### src/rtl/decim_sched_pkg.sv
// Shared types and constants for the decimation scheduler.
package decim_sched_pkg;

  localparam int SAMPLE_W   = 16;
  localparam int DEF_NUM_CH = 4;

  typedef enum logic [1:0] {
    ST_IDLE  = 2'd0,
    ST_ISSUE = 2'd1,
    ST_WAIT  = 2'd2
  } sched_state_e;

endpackage

### src/rtl/decim_scheduler_rr_arbiter.sv
// Round-robin arbiter: the channel at ptr_in has top priority, then
// ptr_in+1, and so on, wrapping at NUM_CH. Grant is one-hot with the
// matching binary index alongside.
module rr_arbiter
  import decim_sched_pkg::*;
#(
  parameter int NUM_CH = DEF_NUM_CH
) (
  input  logic [NUM_CH-1:0]         req_in,
  input  logic [$clog2(NUM_CH)-1:0] ptr_in,
  output logic [NUM_CH-1:0]         grant_out,
  output logic [$clog2(NUM_CH)-1:0] grant_idx_out
);

  localparam int CH_W = $clog2(NUM_CH);

  logic            found;
  logic [CH_W-1:0] idx;

  // Walk the channels starting at the pointer; first requester wins.
  always_comb begin
    grant_out     = '0;
    grant_idx_out = '0;
    found         = 1'b0;
    idx           = '0;
    for (int i = 0; i < NUM_CH; i++) begin
      idx = CH_W'((int'(ptr_in) + i) % NUM_CH);
      if (!found && req_in[idx]) begin
        grant_out[idx] = 1'b1;
        grant_idx_out  = idx;
        found          = 1'b1;
      end
    end
  end

endmodule

### src/rtl/decim_scheduler.sv
// Time-shares one FIR engine across NUM_CH channels and decimates each
// channel's filtered stream by DEC_FACTOR.
//
//   state    | meaning
//   ---------+------------------------------------------------------------
//   ST_IDLE  | no job outstanding; grant a pending channel if any
//   ST_ISSUE | fir_start_out high for one cycle, granted flag cleared
//   ST_WAIT  | waiting for fir_done_in, bounded by the TIMEOUT down-count
module decim_scheduler
  import decim_sched_pkg::*;
#(
  parameter int NUM_CH     = DEF_NUM_CH,
  parameter int DEC_FACTOR = 4,
  parameter int TIMEOUT    = 1023
) (
  input  logic                        clk_in,
  input  logic                        rst_in,
  input  logic [NUM_CH*SAMPLE_W-1:0]  sample_in,
  input  logic [NUM_CH-1:0]           sample_valid_in,
  output logic signed [SAMPLE_W-1:0]  fir_sample_out,
  output logic [$clog2(NUM_CH)-1:0]   fir_ch_out,
  output logic                        fir_start_out,
  input  logic                        fir_done_in,
  input  logic signed [SAMPLE_W-1:0]  fir_result_in,
  output logic [NUM_CH*SAMPLE_W-1:0]  dec_output,
  output logic [NUM_CH-1:0]           dec_output_ready,
  output logic [NUM_CH-1:0]           overflow_out,
  output logic                        timeout_out
);

  localparam int CH_W  = $clog2(NUM_CH);
  localparam int CNT_W = $clog2(DEC_FACTOR);
  localparam int TMR_W = $clog2(TIMEOUT + 1);

  sched_state_e         state_q, state_d;
  logic [NUM_CH-1:0]    gnt_oh_q, gnt_oh_d;
  logic [CH_W-1:0]      gnt_idx_q, gnt_idx_d;
  logic [CH_W-1:0]      ptr_q, ptr_d;
  logic                 start_q, start_d;
  logic [SAMPLE_W-1:0]  fir_sample_q, fir_sample_d;
  logic [TMR_W-1:0]     timer_q, timer_d;
  logic                 tmo_q, tmo_d;

  logic [NUM_CH-1:0]    flag_vec;
  logic [SAMPLE_W-1:0]  pend_arr [NUM_CH];
  logic [NUM_CH-1:0]    grant_oh;
  logic [CH_W-1:0]      grant_idx;

  rr_arbiter #(
    .NUM_CH (NUM_CH)
  ) u_arb (
    .req_in        (flag_vec),
    .ptr_in        (ptr_q),
    .grant_out     (grant_oh),
    .grant_idx_out (grant_idx)
  );

  // Per-channel pending register, overflow flag and decimation state.
  for (genvar c = 0; c < NUM_CH; c++) begin : g_ch
    logic                flag_q, flag_d;
    logic                ovf_q, ovf_d;
    logic                rdy_q, rdy_d;
    logic [SAMPLE_W-1:0] pend_q, pend_d;
    logic [SAMPLE_W-1:0] dec_q, dec_d;
    logic [CNT_W-1:0]    cnt_q, cnt_d;
    logic                issue_here;
    logic                done_here;

    assign issue_here = (state_q == ST_ISSUE) && gnt_oh_q[c];
    assign done_here  = (state_q == ST_WAIT) && fir_done_in && gnt_oh_q[c];

    // A valid landing in this channel's own ISSUE cycle refills the slot
    // being consumed, so it is accepted rather than counted as overflow.
    always_comb begin
      flag_d = flag_q;
      pend_d = pend_q;
      ovf_d  = ovf_q;
      cnt_d  = cnt_q;
      dec_d  = dec_q;
      rdy_d  = 1'b0;
      if (issue_here) begin
        flag_d = 1'b0;
      end
      if (sample_valid_in[c]) begin
        if (flag_q && !issue_here) begin
          ovf_d = 1'b1;
        end else begin
          flag_d = 1'b1;
          pend_d = sample_in[c*SAMPLE_W +: SAMPLE_W];
        end
      end
      if (done_here) begin
        if (cnt_q == CNT_W'(DEC_FACTOR - 1)) begin
          cnt_d = '0;
          dec_d = fir_result_in;
          rdy_d = 1'b1;
        end else begin
          cnt_d = cnt_q + 1'b1;
        end
      end
    end

    // Channel state registers.
    always_ff @(posedge clk_in or posedge rst_in) begin
      if (rst_in) begin
        flag_q <= 1'b0;
        ovf_q  <= 1'b0;
        rdy_q  <= 1'b0;
        pend_q <= '0;
        dec_q  <= '0;
        cnt_q  <= '0;
      end else begin
        flag_q <= flag_d;
        ovf_q  <= ovf_d;
        rdy_q  <= rdy_d;
        pend_q <= pend_d;
        dec_q  <= dec_d;
        cnt_q  <= cnt_d;
      end
    end

    assign flag_vec[c]                          = flag_q;
    assign pend_arr[c]                          = pend_q;
    assign dec_output[c*SAMPLE_W +: SAMPLE_W]   = dec_q;
    assign dec_output_ready[c]                  = rdy_q;
    assign overflow_out[c]                      = ovf_q;
  end

  // Next-state and engine-interface logic; outputs are registered so the
  // start pulse and sample line up with the ISSUE cycle.
  always_comb begin
    state_d      = state_q;
    gnt_oh_d     = gnt_oh_q;
    gnt_idx_d    = gnt_idx_q;
    ptr_d        = ptr_q;
    start_d      = 1'b0;
    fir_sample_d = fir_sample_q;
    timer_d      = timer_q;
    tmo_d        = tmo_q;
    case (state_q)
      ST_IDLE: begin
        if (|flag_vec) begin
          gnt_oh_d     = grant_oh;
          gnt_idx_d    = grant_idx;
          ptr_d        = (grant_idx == CH_W'(NUM_CH - 1)) ? '0 : grant_idx + 1'b1;
          start_d      = 1'b1;
          fir_sample_d = pend_arr[grant_idx];
          state_d      = ST_ISSUE;
        end
      end
      ST_ISSUE: begin
        timer_d = TMR_W'(TIMEOUT - 1);
        state_d = ST_WAIT;
      end
      ST_WAIT: begin
        if (fir_done_in) begin
          state_d = ST_IDLE;
        end else if (timer_q == '0) begin
          tmo_d   = 1'b1;
          state_d = ST_IDLE;
        end else begin
          timer_d = timer_q - 1'b1;
        end
      end
      default: state_d = ST_IDLE;
    endcase
  end

  // Scheduler state register.
  always_ff @(posedge clk_in or posedge rst_in) begin
    if (rst_in) begin
      state_q      <= ST_IDLE;
      gnt_oh_q     <= '0;
      gnt_idx_q    <= '0;
      ptr_q        <= '0;
      start_q      <= 1'b0;
      fir_sample_q <= '0;
      timer_q      <= '0;
      tmo_q        <= 1'b0;
    end else begin
      state_q      <= state_d;
      gnt_oh_q     <= gnt_oh_d;
      gnt_idx_q    <= gnt_idx_d;
      ptr_q        <= ptr_d;
      start_q      <= start_d;
      fir_sample_q <= fir_sample_d;
      timer_q      <= timer_d;
      tmo_q        <= tmo_d;
    end
  end

  assign fir_start_out  = start_q;
  assign fir_sample_out = fir_sample_q;
  assign fir_ch_out     = gnt_idx_q;
  assign timeout_out    = tmo_q;

endmodule

### config.mk
export PLATFORM = sky130hd
export DESIGN_NAME = decim_scheduler
export DESIGN_NICKNAME = d
export VERILOG_FILES = /design/src/rtl/decim_sched_pkg.sv /design/src/rtl/decim_scheduler_rr_arbiter.sv /design/src/rtl/decim_scheduler.sv
export SDC_FILE = /design/constraint.sdc
export NUM_CORES = 1
export LEC_CHECK = 0
export BUFFER_PORTS_ARGS = -buffer_cell sky130_fd_sc_hd__buf_2
export CAP_MARGIN = 20
export CORE_AREA = 3 3 136 138
export CTS_BUF_LIST = sky130_fd_sc_hd__clkbuf_16
export DETAILED_ROUTE_END_ITERATION = 7
export DIE_AREA = 0 0 139 141
export PLACE_DENSITY = 0.77
export SYNTH_ARGS = -nofsm -noshare
export SYNTH_HDL_FRONTEND = slang
export SYNTH_SLANG_ARGS = --single-unit
### constraint.sdc
create_clock -name clk_in -period 18.48 [get_ports clk_in]
set_input_delay 3.696 -clock clk_in [delete_from_list [all_inputs] [get_ports clk_in]]
set_output_delay 3.696 -clock clk_in [all_outputs]
set_load 0.03 [all_outputs]
-- After elaboration in Yosys (flattened, before gate mapping)
Cells that the tools add are included.
- flip-flop bits (word level): 186
- output and inout port bits: 92
- add/subtract/negate cells: 9
- order comparisons: 9
- eq/ne operators: 11
- muxes and demuxes: 64
- bitwise gates (word level): 9
- reductions and logical operators: 47
- operator list (cell ; number):
    $mux W1 ; 33
    $bmux W16 S2 ; 1
    $mux W16 ; 2
    $reduce_and A2 Y1 ; 14
    $mux W2 ; 12
    $logic_and A1 B1 Y1 ; 20
    $mux W10 ; 2
    $pmux W10 S2 ; 1
    $mux W4 ; 4
    $add A2 B1 Y2 const B ; 6
    $eq A2 B2 Y1 const B ; 6
    $lt A2 B3 Y1 const B ; 4
    $or A4 B4 Y4 ; 3
    $logic_not A10 Y1 ; 1
    $sub A10 B1 Y10 const B ; 1
    $bmux W1 S2 ; 4
    $demux W1 S2 ; 4
    $ge A2 B1 Y1 const B ; 4
    $logic_not A1 Y1 ; 7
    $ne A2 B2 Y1 const B ; 3
    $pmux W2 S3 ; 1
    $reduce_and A3 Y1 ; 2
    $not A1 Y1 ; 5
    $add A2 B2 Y2 const B ; 2
    7 further kinds ; 7

-- Depth between registers and ports, before layout
- depth in word-level cells: 16
- mapped depth: 13

-- Hierarchy
Synthesis repeated with hierarchy kept, for this count alone.
- cells, all modules: 561
- area total of the unflattened synthesis: 8141.6 µm²
- modules (own cells, without submodules) (module ; times used ; cells each ; area an instance (µm²) ; seq. area each (µm²)):
    decim_scheduler ; 1 ; 496 ; 7652.3 ; 4654.5
    rr_arbiter ; 1 ; 65 ; 489.2 ; 0.0

-- Worst setup path after synthesis
No wires, ideal clock.
- kind: input-to-reg
- start: input fir_done_in
- end: register timer_q[5]
- setup time: 0.134 ns
- arrival: 4.904 ns
- data required time: 18.346 ns
- slack: 13.442 ns
- cell stages on the path: 6
- path buffers: 0
- cell sequence: nor3b_2 > o41ai_4 > or4_1 > nor3_1 > xnor2_1 > nand2_1
- longest elaborated chain between the ends: 2
- ends and longest elaborated chain (item ; line ; RTL):
    from (decl) ; decim_scheduler.sv:23 ; input logic fir_done_in,
    $ne A2 B2 Y1 (no source line) ; - ;
    $reduce_and A3 Y1 (no source line) ; - ;
    to (signal assigned) ; decim_scheduler.sv:187 ; timer_q <= timer_d;
    to (decl) ; decim_scheduler.sv:41 ; logic [TMR_W-1:0] timer_q, timer_d;
Every way passes these cells.
A chain may end at the register's enable or synchronous reset.

-- Final worst setup path
- start: input fir_done_in
- end: register g_ch[2].dec_q[4]
- longest elaborated chain between the ends: 3
- ends and longest elaborated chain (item ; line ; RTL):
    $logic_and A1 B1 Y1 (2 in a row) ; decim_scheduler.sv:70 ; assign done_here = (state_q == ST_WAIT) && fir_done_in && gnt_oh_q[c];
    $reduce_and A2 Y1 (no source line) ; - ;
    to (signal assigned) ; decim_scheduler.sv:110 ; dec_q <= '0;
    to (signal assigned) ; decim_scheduler.sv:117 ; dec_q <= dec_d;
    to (decl) ; decim_scheduler.sv:64 ; logic [SAMPLE_W-1:0] dec_q, dec_d;
Every way passes these cells.

==> run_results.csv <==
group,metric,value,unit
cts,cts_buffers,17,
yosys,synth_cell_types,58,
timing,hold_viol_final,0,
route,drt_wl_total,18400,um
finish,fin_nets,903,
finish,fin_area,0.00994,sq mm
worst_setup_path,ff2ff_path_depth,8,
placed_design,postPlaceCellArea,0.00929,sq mm
yosys,ys_ff_latch,186,
cts,cts_max_path_buffers,2,
yosys,synth-seq-area-share,55.8,%
timing,tightest_slew,936,ps
floorplan,start_util,48.2,%
cts,cts_root_buf,"clkbuf_16",
worst_hold_path,hold_path_depth,1,
timing,rsz0062_at_grt,"false",
placed_design,hpwl,12900,um
run,cap_viol_max_count,0,
timing,fin_setup_tns,0,ps
power,leakage,4.88,nW
yosys,netlist_area,0.00834,sq mm
global_route,grt_remaining_overflow,0,
worst_setup_path,cp-start-kind,"input pin",
global_route,grt_pass1_vias,5775,
cts,post-cts-setup-buffers,0,
timing,post-route-min-period,5060,ps
cts,htreeDepth,4,
cts,clk-insertion-delay-late,420,ps
cts,clock_sinks,186,
route,route.vias.total,5614,
finish,drive_gt1_share,46.0,%
route,ant_nets,0,
yosys,synth_cells,645,
finish,diodes,0,
timing,final_max_slew_viol_count,0,
floorplan,chipWidth,139,um
floorplan,die_h,141,um
timing,timing.final.crit_share,27.4,%
power,ir_drop,0.000101,V
yosys,synth_edf_count,0,
cts,clk_pin_slew,70,ps
worst_setup_path,crit_path_end_kind,"register",
power,power,1.88,mW
yosys,async_flop_share,100,%
route,first_pass_iters,4,
outcome,outcome,"completed",
yosys,avgSynthCellArea,12.9,sq um
cts,holdBufCountCts,0,
floorplan,design.core.area,0.0173,sq mm
route,drcViolationCount,0,
global_route,grt_max_degree,116,
finish,nFillCells,1465,
worst_setup_path,cp_max_fo,17,
worst_hold_path,min_path_type,"reg2reg",
yosys,synth_warnings,0,
floorplan,fp-row-count,48,
yosys,synth_fp_nets,742,
worst_setup_path,cp.required,18780,ps
worst_setup_path,arrival,5350,ps
floorplan,pin_count,179,
route,detail_route.iter0.violations,301,
route,via_per_inst,5.38,
timing,skew,13.2,ps
timing,fmax,198,MHz
floorplan,dieArea,0.0196,sq mm
route,wl_per_cell,17.6,um
cts,cts_tree,"yes",
placed_design,dp_cells,1010,
finish,syn_to_final_growth,19.2,%
timing,setup_violations,0,
timing,relSlewSlack,37.4,%
global_route,grt_pass1_wl,30100,um
power,cellPowerDensity,189,mW/mm^2
yosys,synth_flop_cell,"dfrtp_1",
global_route,grt_use_total,19.1,%
finish,final_util,57.5,%
placed_design,portBuffers,178,
timing,fin_ws,13420,ps
timing,whs,465,ps
finish,fin_cells,1044,
cts,cts_resized,0,
worst_setup_path,worstSetupPathType,"in2reg",
global_route,antenna_found_initial,4,
placed_design,gp_congestion,0.819,
placed_design,pre_cts_slack,12910,ps
==> kinds of logic (layout without fill, tap and decap cells) <==
logic type / after synthesis / after routing / synth area share (%)
AOI/OAI and AO/OA: 98 / 98 / 8.96
adders and majority gates: 10 / 10 / 1.50
muxes: 160 / 160 / 21.5
and+or+nand+nor: 128 / 128 / 7.80
xor gates and xnor gates: 6 / 6 / 0.630
buffers and inverters: 57 / 231 / 3.77
DFF: 186 / 186 / 55.8
==> flip-flops by register name, summed over array words and instances (netlist names) <==
signal,count
fir_ch_out,2
fir_sample_out,16
fir_start_out,1
g_ch.cnt_q,8
g_ch.dec_q,64
g_ch.flag_q,4
g_ch.ovf_q,4
g_ch.pend_q,64
g_ch.rdy_q,4
gnt_oh_q,4
ptr_q,2
state_q,2
timeout_out,1
timer_q,10
==> worst max-delay path, stage by stage <==
cell     delay (ps)
buf_2           100
and3b_1         290
nand3_1         700
mux2_2          550
==> cells in the final DEF, fill, tap and decap left out, drive strengths merged, types with 6 or more instances in the layout <==
cell and n:
a21o 6, nor2 19, clkinv 7, o211ai 14, nand2 40, ha 10
or3 6, o21ai 24, mux2i 26, nand2b 9, a21bo 14, buf 183
inv 19, mux2 133, dfrtp 186, clkbuf 17, a21oi 11, nor3 9
nand3 25
==> where the power goes <==
part           switching (mW)  total (mW)  leakage [nW]  internal [mW]
logic                   0.469       0.807          2.29          0.337
clock network           0.157       0.384         0.299          0.226
registers               0.117       0.693          2.29          0.576
==> cell usage after synthesis, drive strengths merged, types with 6 or more instances <==
master / n / area, sq um
o211ai: 14 / 105
o21ai: 24 / 120
a21bo: 14 / 140
clkbuf: 8 / 30.0
ha: 10 / 125
mux2i: 26 / 277
inv: 15 / 56.3
nand3: 25 / 125
a21o: 6 / 45.0
a21oi: 11 / 55.1
nand2b: 9 / 56.3
or3: 6 / 37.5
nand2: 40 / 158
dfrtp: 186 / 4650
nor3: 9 / 50.1
buf: 33 / 224
mux2: 133 / 1500
nor2: 19 / 71.3
==> final cells by class <==
cell class	count	area [sq um]	share of cell area [%]
clock buffers	17	425	4.28
clock inverters	15	191	1.93
inverters	16	65.1	0.655
multi-input cells	402	3370	33.9
flip-flops and latches	186	4650	46.8
well taps	225	282	2.83
repair buffers	183	948	9.54
==> routing by layer <==
layer  up-vias  share of wire (%)  global-route usage [%]
li1       2627                  -                       -
met1      2788                 44                    24.6
met2       166                 47                    30.7
met3        25                8.2                    7.87
met4         8                1.2                    4.27
met5         -               0.26                       0
==> final timing paths <==
kind / slack [ps] / end / from
setup / recovery: 13420 / g_ch[2].dec_q[4] / fir_done_in
hold / removal: 460 / g_ch[2].ovf_q / g_ch[2].ovf_q
setup reg to reg: 14800 / fir_sample_out[6] / ptr_q[0]
hold reg to reg: 460 / g_ch[2].ovf_q / g_ch[2].ovf_q
max in group asynchronous: 13560 / g_ch[3].cnt_q[1] / rst_in
min in group asynchronous: 3280 / g_ch[2].dec_q[14] / rst_in
No activity file was read; power rests on OpenSTA's default activity.
